==> src/rtl/keypad_pkg.sv <==
// keypad_pkg: shared constants for the keypad emulator.
//  KEY_ROW/KEY_COL : 2-bit row/column index per hex code (0 = R1/C1 .. 3 = R4/C4)
//  ROW_IDLE        : all rows released (active-low lines)
//  state_t         : emulator FSM states
//  row_drive()     : row response for one held key given the current column drive
package keypad_pkg;

  localparam logic [3:0] ROW_IDLE = 4'b1111;

  //                              0     1     2     3     4     5     6     7
  //                              8     9     A     B     C     D     E     F
  localparam logic [1:0] KEY_ROW [16] = '{2'd3, 2'd0, 2'd0, 2'd0, 2'd1, 2'd1, 2'd1, 2'd2,
                                          2'd2, 2'd2, 2'd0, 2'd1, 2'd2, 2'd3, 2'd3, 2'd3};
  localparam logic [1:0] KEY_COL [16] = '{2'd0, 2'd0, 2'd1, 2'd2, 2'd0, 2'd1, 2'd2, 2'd0,
                                          2'd1, 2'd2, 2'd3, 2'd3, 2'd3, 2'd3, 2'd2, 2'd1};

  typedef enum logic [1:0] {
    IDLE    = 2'd0,
    PRESS   = 2'd1,
    RELEASE = 2'd2
  } state_t;

  // R1/C1 sit on bit 3, so bit position = 3 - index, which for a 2-bit index is ~index.
  // Only the key's own column is looked at; other low columns never pull a row.
  function automatic logic [3:0] row_drive(input logic [3:0] code, input logic [3:0] col);
    logic [3:0] r;
    r = ROW_IDLE;
    if (!col[~KEY_COL[code]]) r[~KEY_ROW[code]] = 1'b0;
    return r;
  endfunction

endpackage

==> src/rtl/keypad_emulator_fifo.sv <==
// key_fifo: small key-code queue.
//  push/din   : write when !full
//  pop/dout   : dout is the head; pop advances when !empty
//  flush      : empties the queue on the next edge (wins over push/pop)
//  full/empty : derived from wrap-bit pointer compare
module key_fifo #(
  parameter int DEPTH = 4
) (
  input  logic       clk,
  input  logic       rst_n,
  input  logic       flush,
  input  logic       push,
  input  logic [3:0] din,
  input  logic       pop,
  output logic [3:0] dout,
  output logic       full,
  output logic       empty
);
  localparam int AW = $clog2(DEPTH);

  logic [3:0]  mem [DEPTH];
  logic [AW:0] wp, rp;
  logic        do_push, do_pop;

  assign full    = (wp[AW] != rp[AW]) && (wp[AW-1:0] == rp[AW-1:0]);
  assign empty   = (wp == rp);
  assign do_push = push && !full;
  assign do_pop  = pop && !empty;
  assign dout    = mem[rp[AW-1:0]];

  always_ff @(posedge clk or negedge rst_n) begin
    if (!rst_n) begin
      wp <= '0;
      rp <= '0;
    end else if (flush) begin
      wp <= '0;
      rp <= '0;
    end else begin
      if (do_push) wp <= wp + (AW+1)'(1);
      if (do_pop)  rp <= rp + (AW+1)'(1);
    end
  end

  // Storage needs no reset: nothing is read until a push has written it.
  always_ff @(posedge clk) begin
    if (do_push && !flush) mem[wp[AW-1:0]] <= din;
  end

endmodule

==> src/rtl/keypad_emulator.sv <==
// keypad_emulator: answers a column-scanning keypad decoder on the Row lines,
// replaying queued hex key codes as timed press/release events.
//  clk, rst_n          : clock, async active-low reset
//  key_code/key_valid  : queue input, transfer when key_valid & key_ready
//  key_ready           : queue not full
//  abort               : flush queue and release the key on the next edge
//  Col                 : column drive (active-low, C1 = Col[3])
//  Row                 : registered row response (active-low, R1 = Row[3])
//  pressed/pressed_code: currently held key
//  key_done            : one-cycle pulse at the end of each completed hold
//  busy                : queue non-empty or FSM active
module keypad_emulator
  import keypad_pkg::*;
#(
  parameter int HOLD_CYCLES = 5_000_000,
  parameter int GAP_CYCLES  = 2_000_000,
  parameter int FIFO_DEPTH  = 4
) (
  input  logic       clk,
  input  logic       rst_n,
  input  logic [3:0] key_code,
  input  logic       key_valid,
  output logic       key_ready,
  input  logic       abort,
  input  logic [3:0] Col,
  output logic [3:0] Row,
  output logic       pressed,
  output logic [3:0] pressed_code,
  output logic       key_done,
  output logic       busy
);
  localparam int MAXC = (HOLD_CYCLES > GAP_CYCLES) ? HOLD_CYCLES : GAP_CYCLES;
  localparam int CW   = $clog2(MAXC + 1);
  localparam logic [CW-1:0] HOLD_LAST = CW'(HOLD_CYCLES - 1);
  localparam logic [CW-1:0] GAP_LAST  = CW'((GAP_CYCLES > 0) ? GAP_CYCLES - 1 : 0);
  localparam logic [CW-1:0] CNT_MAX   = '1;

  state_t        state;
  logic [CW-1:0] cnt, cnt_inc;
  logic          fifo_full, fifo_empty, fifo_push, fifo_pop;
  logic [3:0]    head;

  assign key_ready = !fifo_full;
  // abort drops any key offered in the same cycle
  assign fifo_push = key_valid && !fifo_full && !abort;
  assign fifo_pop  = (state == IDLE) && !fifo_empty && !abort;
  assign busy      = !fifo_empty || (state != IDLE);
  // saturate rather than wrap
  assign cnt_inc   = (cnt == CNT_MAX) ? cnt : cnt + CW'(1);

  key_fifo #(.DEPTH(FIFO_DEPTH)) u_fifo (
    .clk   (clk),
    .rst_n (rst_n),
    .flush (abort),
    .push  (fifo_push),
    .din   (key_code),
    .pop   (fifo_pop),
    .dout  (head),
    .full  (fifo_full),
    .empty (fifo_empty)
  );

  // Row is computed from the same decision that sets pressed, so Row is never
  // pulled low in a cycle where pressed reads 0.
  always_ff @(posedge clk or negedge rst_n) begin
    if (!rst_n) begin
      state        <= IDLE;
      cnt          <= '0;
      pressed      <= 1'b0;
      pressed_code <= 4'h0;
      key_done     <= 1'b0;
      Row          <= ROW_IDLE;
    end else begin
      key_done <= 1'b0;
      if (abort) begin
        state   <= IDLE;
        cnt     <= '0;
        pressed <= 1'b0;
        Row     <= ROW_IDLE;
      end else begin
        case (state)
          IDLE: begin
            Row <= ROW_IDLE;
            if (!fifo_empty) begin
              pressed_code <= head;
              pressed      <= 1'b1;
              cnt          <= '0;
              Row          <= row_drive(head, Col);
              state        <= PRESS;
            end
          end
          PRESS: begin
            if (cnt == HOLD_LAST) begin
              pressed  <= 1'b0;
              key_done <= 1'b1;
              cnt      <= '0;
              Row      <= ROW_IDLE;
              state    <= (GAP_CYCLES > 0) ? RELEASE : IDLE;
            end else begin
              cnt <= cnt_inc;
              Row <= row_drive(pressed_code, Col);
            end
          end
          RELEASE: begin
            Row <= ROW_IDLE;
            if (cnt == GAP_LAST) begin
              cnt   <= '0;
              state <= IDLE;
            end else begin
              cnt <= cnt_inc;
            end
          end
          default: begin
            state <= IDLE;
            Row   <= ROW_IDLE;
          end
        endcase
      end
    end
  end

endmodule

==> config.mk <==
export PLATFORM = sky130hd
export DESIGN_NAME = keypad_emulator
export DESIGN_NICKNAME = d
export VERILOG_FILES = /design/src/rtl/keypad_pkg.sv /design/src/rtl/keypad_emulator_fifo.sv /design/src/rtl/keypad_emulator.sv
export SDC_FILE = /design/constraint.sdc
export NUM_CORES = 1
export LEC_CHECK = 0
export CAP_MARGIN = 20
export CORE_MARGIN = 2
export CORE_UTILIZATION = 29
export CTS_BUF_LIST = sky130_fd_sc_hd__clkbuf_16
export CTS_CLUSTER_SIZE = 10
export DETAILED_ROUTE_END_ITERATION = 7
export PLACE_DENSITY = 0.43
export SYNTH_ARGS = -nofsm -noshare
export SYNTH_HDL_FRONTEND = slang
export SYNTH_SLANG_ARGS = --single-unit
==> constraint.sdc <==
create_clock -name clk -period 2.2 [get_ports clk]
set_input_delay 0.55 -clock clk [delete_from_list [all_inputs] [get_ports clk]]
set_output_delay 0.55 -clock clk [all_outputs]
set_load 0.005 [all_outputs]
; ---- Word-level counts from Yosys, hierarchy flattened
; Memory sizes are Yosys's and may differ from the RTL's.
; Cells that the tools add are included.
; W data, S select, Z words.
[word_totals]
inputBits = 12
mem_bits_rw = 16
n_memories = 5
regBits = 41
word_cells = 115
output_inout_bits = 12
romBits = 128
[mem_list]
columns = name, words, width, rd, rd_clocked_by_memory_dff, write_ports, line
row1 = (name not given), 16, 2, 1, 0, 0, keypad_pkg.sv:28  ; if (!col[~KEY_COL[code]]) r[~KEY_ROW[code]] = 1'b0;
row2 = (name not given), 16, 2, 1, 0, 0, keypad_pkg.sv:28
row3 = (name not given), 16, 2, 1, 0, 0, keypad_pkg.sv:28
row4 = (name not given), 16, 2, 1, 0, 0, keypad_pkg.sv:28
row5 = u_fifo.mem, 4, 4, 1, 0, 1, keypad_emulator_fifo.sv:21  ; logic [3:0] mem [DEPTH];
[op_classes]
bitwise = 10
addsub = 3
reduce_logical = 24
eq_ne = 11
order_cmp = 8
n_mux = 46
[op_table]
columns = operator, n
row1 = $mux W23, 5
row2 = $pmux W23 S3, 1
row3 = $eq A23 B23 Y1 const B, 2
row4 = $mux W2, 12
row5 = $add A23 B1 Y23 const B, 1
row6 = $eq A23 B21 Y1 const B, 1
row7 = $mux W4, 5
row8 = $lt A2 B3 Y1 const B, 4
row9 = $mux W1, 12
row10 = $mux W3, 4
row11 = $ge A5 B5 Y1 const B, 2
row12 = $logic_and A1 B1 Y1, 10
row13 = $not A4 Y5, 2
row14 = $ne A3 B3 Y1 const B, 3
row15 = $reduce_and A3 Y1, 3
row16 = $not A2 Y2, 4
row17 = $not A4 Y4, 2
row18 = $pmux W4 S2, 1
row19 = $add A3 B1 Y3 const B, 2
row20 = $pmux W2 S3, 1
row21 = $reduce_bool A2 Y1, 3
row22 = $bmux W1 S2, 2
row23 = $demux W1 S2, 2
row24 = $ge A2 B1 Y1 const B, 2
row25 = 13 further kinds, 16

; ---- Depth between registers and ports, before layout
; An unclocked memory read counts as a cell.
[depth]
word_depth = 15
ltp_mapped = 9
depth_no_buf = 7

; ---- Modules after synthesis
; Synthesis repeated with hierarchy kept, for this count alone.
[hier_totals]
cells_unflattened = 367
area_unflattened_um2 = 3592.2
[modules_own_cells]
columns = mod, seq_area_each_um2, cells_each, area_per_inst_um2, n_inst
row1 = keypad_emulator, 880.8, 282, 2408.6, 1
row2 = key_fifo, 630.6, 85, 1183.6, 1

; ---- Least setup slack after synthesis
; No wires, ideal clock.
[synth_path]
kind = reg-to-reg
from = register cnt[17]
to = register cnt[16]
synth_period_minus_slack_ns = 2.318
setup_ns = 0.121
arrival_ns = 2.197
t_required_ns = 2.079
path_slack_ns = -0.118
path_stages_with_launch = 8
n_path_buf = 1
path_cell_list = dfrtp_1 > or4b_1 > or4_4 > o21ai_4 > a21oi_2 > buf_6 > a21o_1 > a22o_1
[synth_via]
elab_chain_cells = 5
word_cells_on_any_way = 8
classes_between = eq/ne (3) / mux (5)
[synth_rtl]
columns = element, line
row1 = "start, declared", keypad_emulator.sv:39  ; logic [CW-1:0] cnt, cnt_inc;
row2 = "start signal, assigned", keypad_emulator.sv:100  ; cnt <= cnt_inc;
row3 = "start signal, assigned", keypad_emulator.sv:110  ; cnt <= cnt_inc;
row4 = $eq A23 B23 Y1, keypad_emulator.sv:49  ; assign cnt_inc = (cnt == CNT_MAX) ? cnt : cnt + CW'(1);
row5 = $mux W23, keypad_emulator.sv:49
row6 = $mux W23 (on tied branches), "keypad_emulator.sv:106, keypad_emulator.sv:93"
row7 = $pmux W23 S3 (*), keypad_emulator.sv:81  ; case (state)
row8 = $mux W23 (*), keypad_emulator.sv:75  ; if (abort) begin
; Mark *: on every way between the ends. The rest lies on a longest branch, timed or not.
; A chain may end at the register's enable or synchronous reset.

; ---- Worst setup path after layout
[layout_path]
from = register cnt[15]
to = register cnt[16]
[layout_via]
elab_chain_cells = 5
word_cells_on_any_way = 9
classes_between = add/sub (1) / eq/ne (3) / mux (5)
[layout_rtl]
columns = element, line
row1 = $add A23 B1 Y23 / $eq A23 B23 Y1 (equally long branches), keypad_emulator.sv:49
row2 = $mux W23, keypad_emulator.sv:49
row3 = $mux W23 (on tied branches), "keypad_emulator.sv:106, keypad_emulator.sv:93"
row4 = $pmux W23 S3 (*), keypad_emulator.sv:81
row5 = $mux W23 (*), keypad_emulator.sv:75
; Marks and branches as above.

==> results by group <==
Timing
  • Slew headroom: 64.0%
  • WHS: 0.198 ns
  • Max-slew violations: 0
  • Worst setup margin: -0.0683 ns
  • TNS Setup: -0.957 ns
  • Least-Margin Pin Slew: 0.540 ns
  • Final clock skew: 0.00581 ns
  • Final Hold Fails: 0
  • Unrepaired setup endpoints after global routing: yes
  • Fmax: 441 MHz
  • Endpoints failing setup: 25
  • Final worst path period share: 103%
  • Tmin final: 2.27 ns

Yosys
  • Register area share after synthesis: between 40 and 50%
  • Syn Inst Count: 348
  • Synth warnings: 0
  • Fraction of registers with async set/reset: 71.9%
  • Post-synth top area share: 27.2%
  • Distinct cells, synth: 58
  • Avg Cell Area, Syn: 9.80 sq um
  • #FFs+latches synth: 57
  • Post-synth EDFFs: 16
  • Top_reg_cell synth: dfrtp_1
  • Cell taking the most area after synthesis: dfrtp_1
  • Top post-synthesis cells by area: dfrtp_1 (27%), edfxtp_1 (14%), ha_1 (3.7%)
  • Mapped Area: 3410 sq um
  • Mapped Nets: 370

Placed design
  • I/O Buffers: 23
  • Cell area after placement: 4150 sq um
  • Routability cong.: 0.809
  • Pre-CTS setup slack: -0.121 ns
  • Inst Count DP: 546
  • HPWL reported at the end of detailed placement: ~6500 um

Clocking
  • CTS tree: yes
  • H-tree levels: 3
  • Clock root buffer: clkbuf_16
  • # clock sinks: 57
  • Clock transition at path regs: 0.06 ns
  • Skew-Pair Late Insertion Delay: approximately 0.33 ns
  • Number of CTS-inserted buffers: 9
  • Longest Clk Path Bufs: 2

Critical path
  • RR Startpoint: cnt[15]
  • Crit start category: register
  • CP top delay family: simple AND/OR/NAND/NOR gates
  • Crit-path cells: or4b_4 > or4_4 > o21ai_4 > a21oi_4 > a21o_1 > a22o_1
  • Required time of the critical path: 2.42 ns
  • Worst Path Max Fanout: 5
  • CP endpoint kind: register
  • WP buf/inv: 0
  • CP startpoint: cnt[15]
  • Crit path DAT: 2.49 ns
  • Critical Path Slowest Stage Cell: or4b_4
  • Class of the most critical setup path: register to register
  • Slowest Stage Delay on Critical Path: 0.54 ns

Power and ir drop
  • Internal power: 3.30 mW
  • Psw: ~1.9 mW
  • Peak supply drop: ~0.44 mV
  • Power share of the sequential group: 26.9%
  • Leak: 1.83 nW
  • Power Dens Cells: 1120 nW/um^2
  • Comb pwr share: 45.8%
  • Clk network pwr share: between 20 and 30%
  • PnR Total Power: ~5.2 mW
  • Sw Share: 36.6%

GRT
  • Vias in the first global route: 2923
  • Initial antenna violation count: 0
  • GRT Overall Usage: 15.0%
  • Total gr overflow: 0
  • Global-route wire length before repair: 14900 um
  • Largest net degree at the start of global routing: 25

Drt
  • DRC viols: 0
  • Antenna viol nets, final: 0
  • Final WL: 8850 um
  • Routed len/inst: ~16 um
  • Starting DRT DRC Count: 152
  • Vias/cell: 5.10
  • Vias: about 2900
  • First-pass DRT Iterations: 4

Floorplanning
  • Die area: 12600 sq um
  • Num rows: 39
  • Initial Util: 29.7%
  • CORE AREA: about 11000 sq um
  • # IOs: 24
  • Die width: 112 um
  • Chip height: 112 um

Worst hold path
  • HP Class: input pin to async pin

Final layout
  • Share of cells above drive strength 1: 28.4%
  • # diodes: 0
  • Design area: 4670 sq um
  • Nets: 443
  • Core Util, Final: slightly above 40%
  • Area growth syn-to-layout: 36.9%
  • Non-filler instance count after layout: between 500 and 600

Run status
  • Failing checks: negative setup slack
  • Status: finished, violations left

Job
  • Max-Cap Viols: 0
==> state kept, by name (all words and copies together), names as in the netlist <==
signal	cells
cnt	23
key_done	1
u_fifo.mem	16
Row	4
state	2
pressed_code	4
pressed	1
u_fifo.rp	3
u_fifo.wp	3
==> Yosys cell counts, drive strengths merged, types with 5 or more instances <==
cell type  count
ha            10
edfxtp        16
inv           18
nand2b        10
xnor2          8
buf            5
o21ai         20
nand4         15
a211oi         5
nand2         27
mux2i         12
and2           5
a21oi         21
nand3b         5
nand3         21
nor2          16
dfrtp         37
nor3           7
clkbuf        14
and3           9
==> power by group through the flow <==
stage | sequential [mW] | clock, mW | combinational (mW)
2_1_floorplan | 1.33 | 0 | 1.35
3_3_place_gp | 1.41 | 0 | 2.07
3_5_place_dp | 1.42 | 0 | 2.08
4_1_cts | 1.40 | 1.46 | 2.24
5_1_grt | 1.43 | 1.51 | 2.62
6_report | 1.40 | 1.42 | 2.39
==> layout by cell type (no fill, tap or decap), types with 4 or more instances in the layout <==
| cell type | Yosys | layout |
|---|---|---|
| buf_4 | 0 | 50 |
| dfrtp_1 | 37 | 36 |
| nand2_1 | 27 | 27 |
| nand3_1 | 21 | 20 |
| clkdlybuf4s50_1 | 0 | 20 |
| inv_1 | 18 | 18 |
| nor2_1 | 16 | 16 |
| edfxtp_1 | 16 | 16 |
| nand4_1 | 15 | 15 |
| mux2i_1 | 12 | 12 |
| o21ai_0 | 19 | 12 |
| a21oi_2 | 1 | 11 |
| nand2b_1 | 10 | 10 |
| ha_1 | 10 | 10 |
| and3_1 | 9 | 9 |
| clkbuf_16 | 0 | 9 |
| a21oi_1 | 20 | 8 |
| nor3_1 | 7 | 7 |
| xnor2_1 | 8 | 6 |
| buf_6 | 1 | 6 |
| nand3b_1 | 5 | 5 |
| and2_1 | 5 | 5 |
| o21ai_1 | 0 | 5 |
| dfstp_2 | 4 | 4 |
| mux4_2 | 4 | 4 |
| o211ai_1 | 4 | 4 |
| o22ai_1 | 4 | 4 |
==> cell families (layout without fill, tap and decap cells) <==
family / Yosys count / in the layout / synth area share, %
buffers and inverters: 37 / 115 / 4.44
DFF: 57 / 57 / 44.3
AOI/OAI and AO/OA: 78 / 78 / 15.3
and+or+nand+nor: 136 / 136 / 22.3
adders and majority gates: 10 / 10 / 3.67
muxes: 19 / 19 / 7.16
xor gates and xnor gates: 11 / 11 / 2.83
==> final cells by class <==
cell class | instances | area (sq um)
Inverter | 18 | 67.6
Tap cell | 143 | 179
Multi-Input combinational cell | 254 | 1900
Sequential cell | 57 | 1510
Timing Repair Buffer | 81 | 703
Clock buffer | 9 | 225
Clock inverter | 7 | 80.1
Fill cell | 1114 | 6800
==> per-layer routing <==
layer,share of wire [%],up-vias,GRT usage [%]
li1,-,1439,-
met1,51,1397,21.4
met2,44,59,21.8
met3,4.2,8,3.40
met4,1.4,0,6.26
met5,0,-,0
==> worst paths after layout <==
kind | to | slack (ns) | cells past startpoint
min reg2reg | cnt[21] | 0.51 | 1
max in group asynchronous | Row[0] | 1.40 | 2
min in group clk | cnt[21] | 0.51 | 1
max reg2reg | cnt[16] | -0.07 | 6
max | cnt[16] | -0.07 | 6
min | pressed_code[0] | 0.20 | 1
==> timing repair <==
| action | CTS | global route |
|---|---|---|
| hold buffers | 0 | 0 |
| gates cloned | 1 | 0 |
| setup buffers | 2 | 5 |
| gates resized for setup | 31 | 17 |
| setup endpoints to repair | 28 | 31 |
| pin swaps | 5 | 7 |
(Power assumes the default switching activity.)
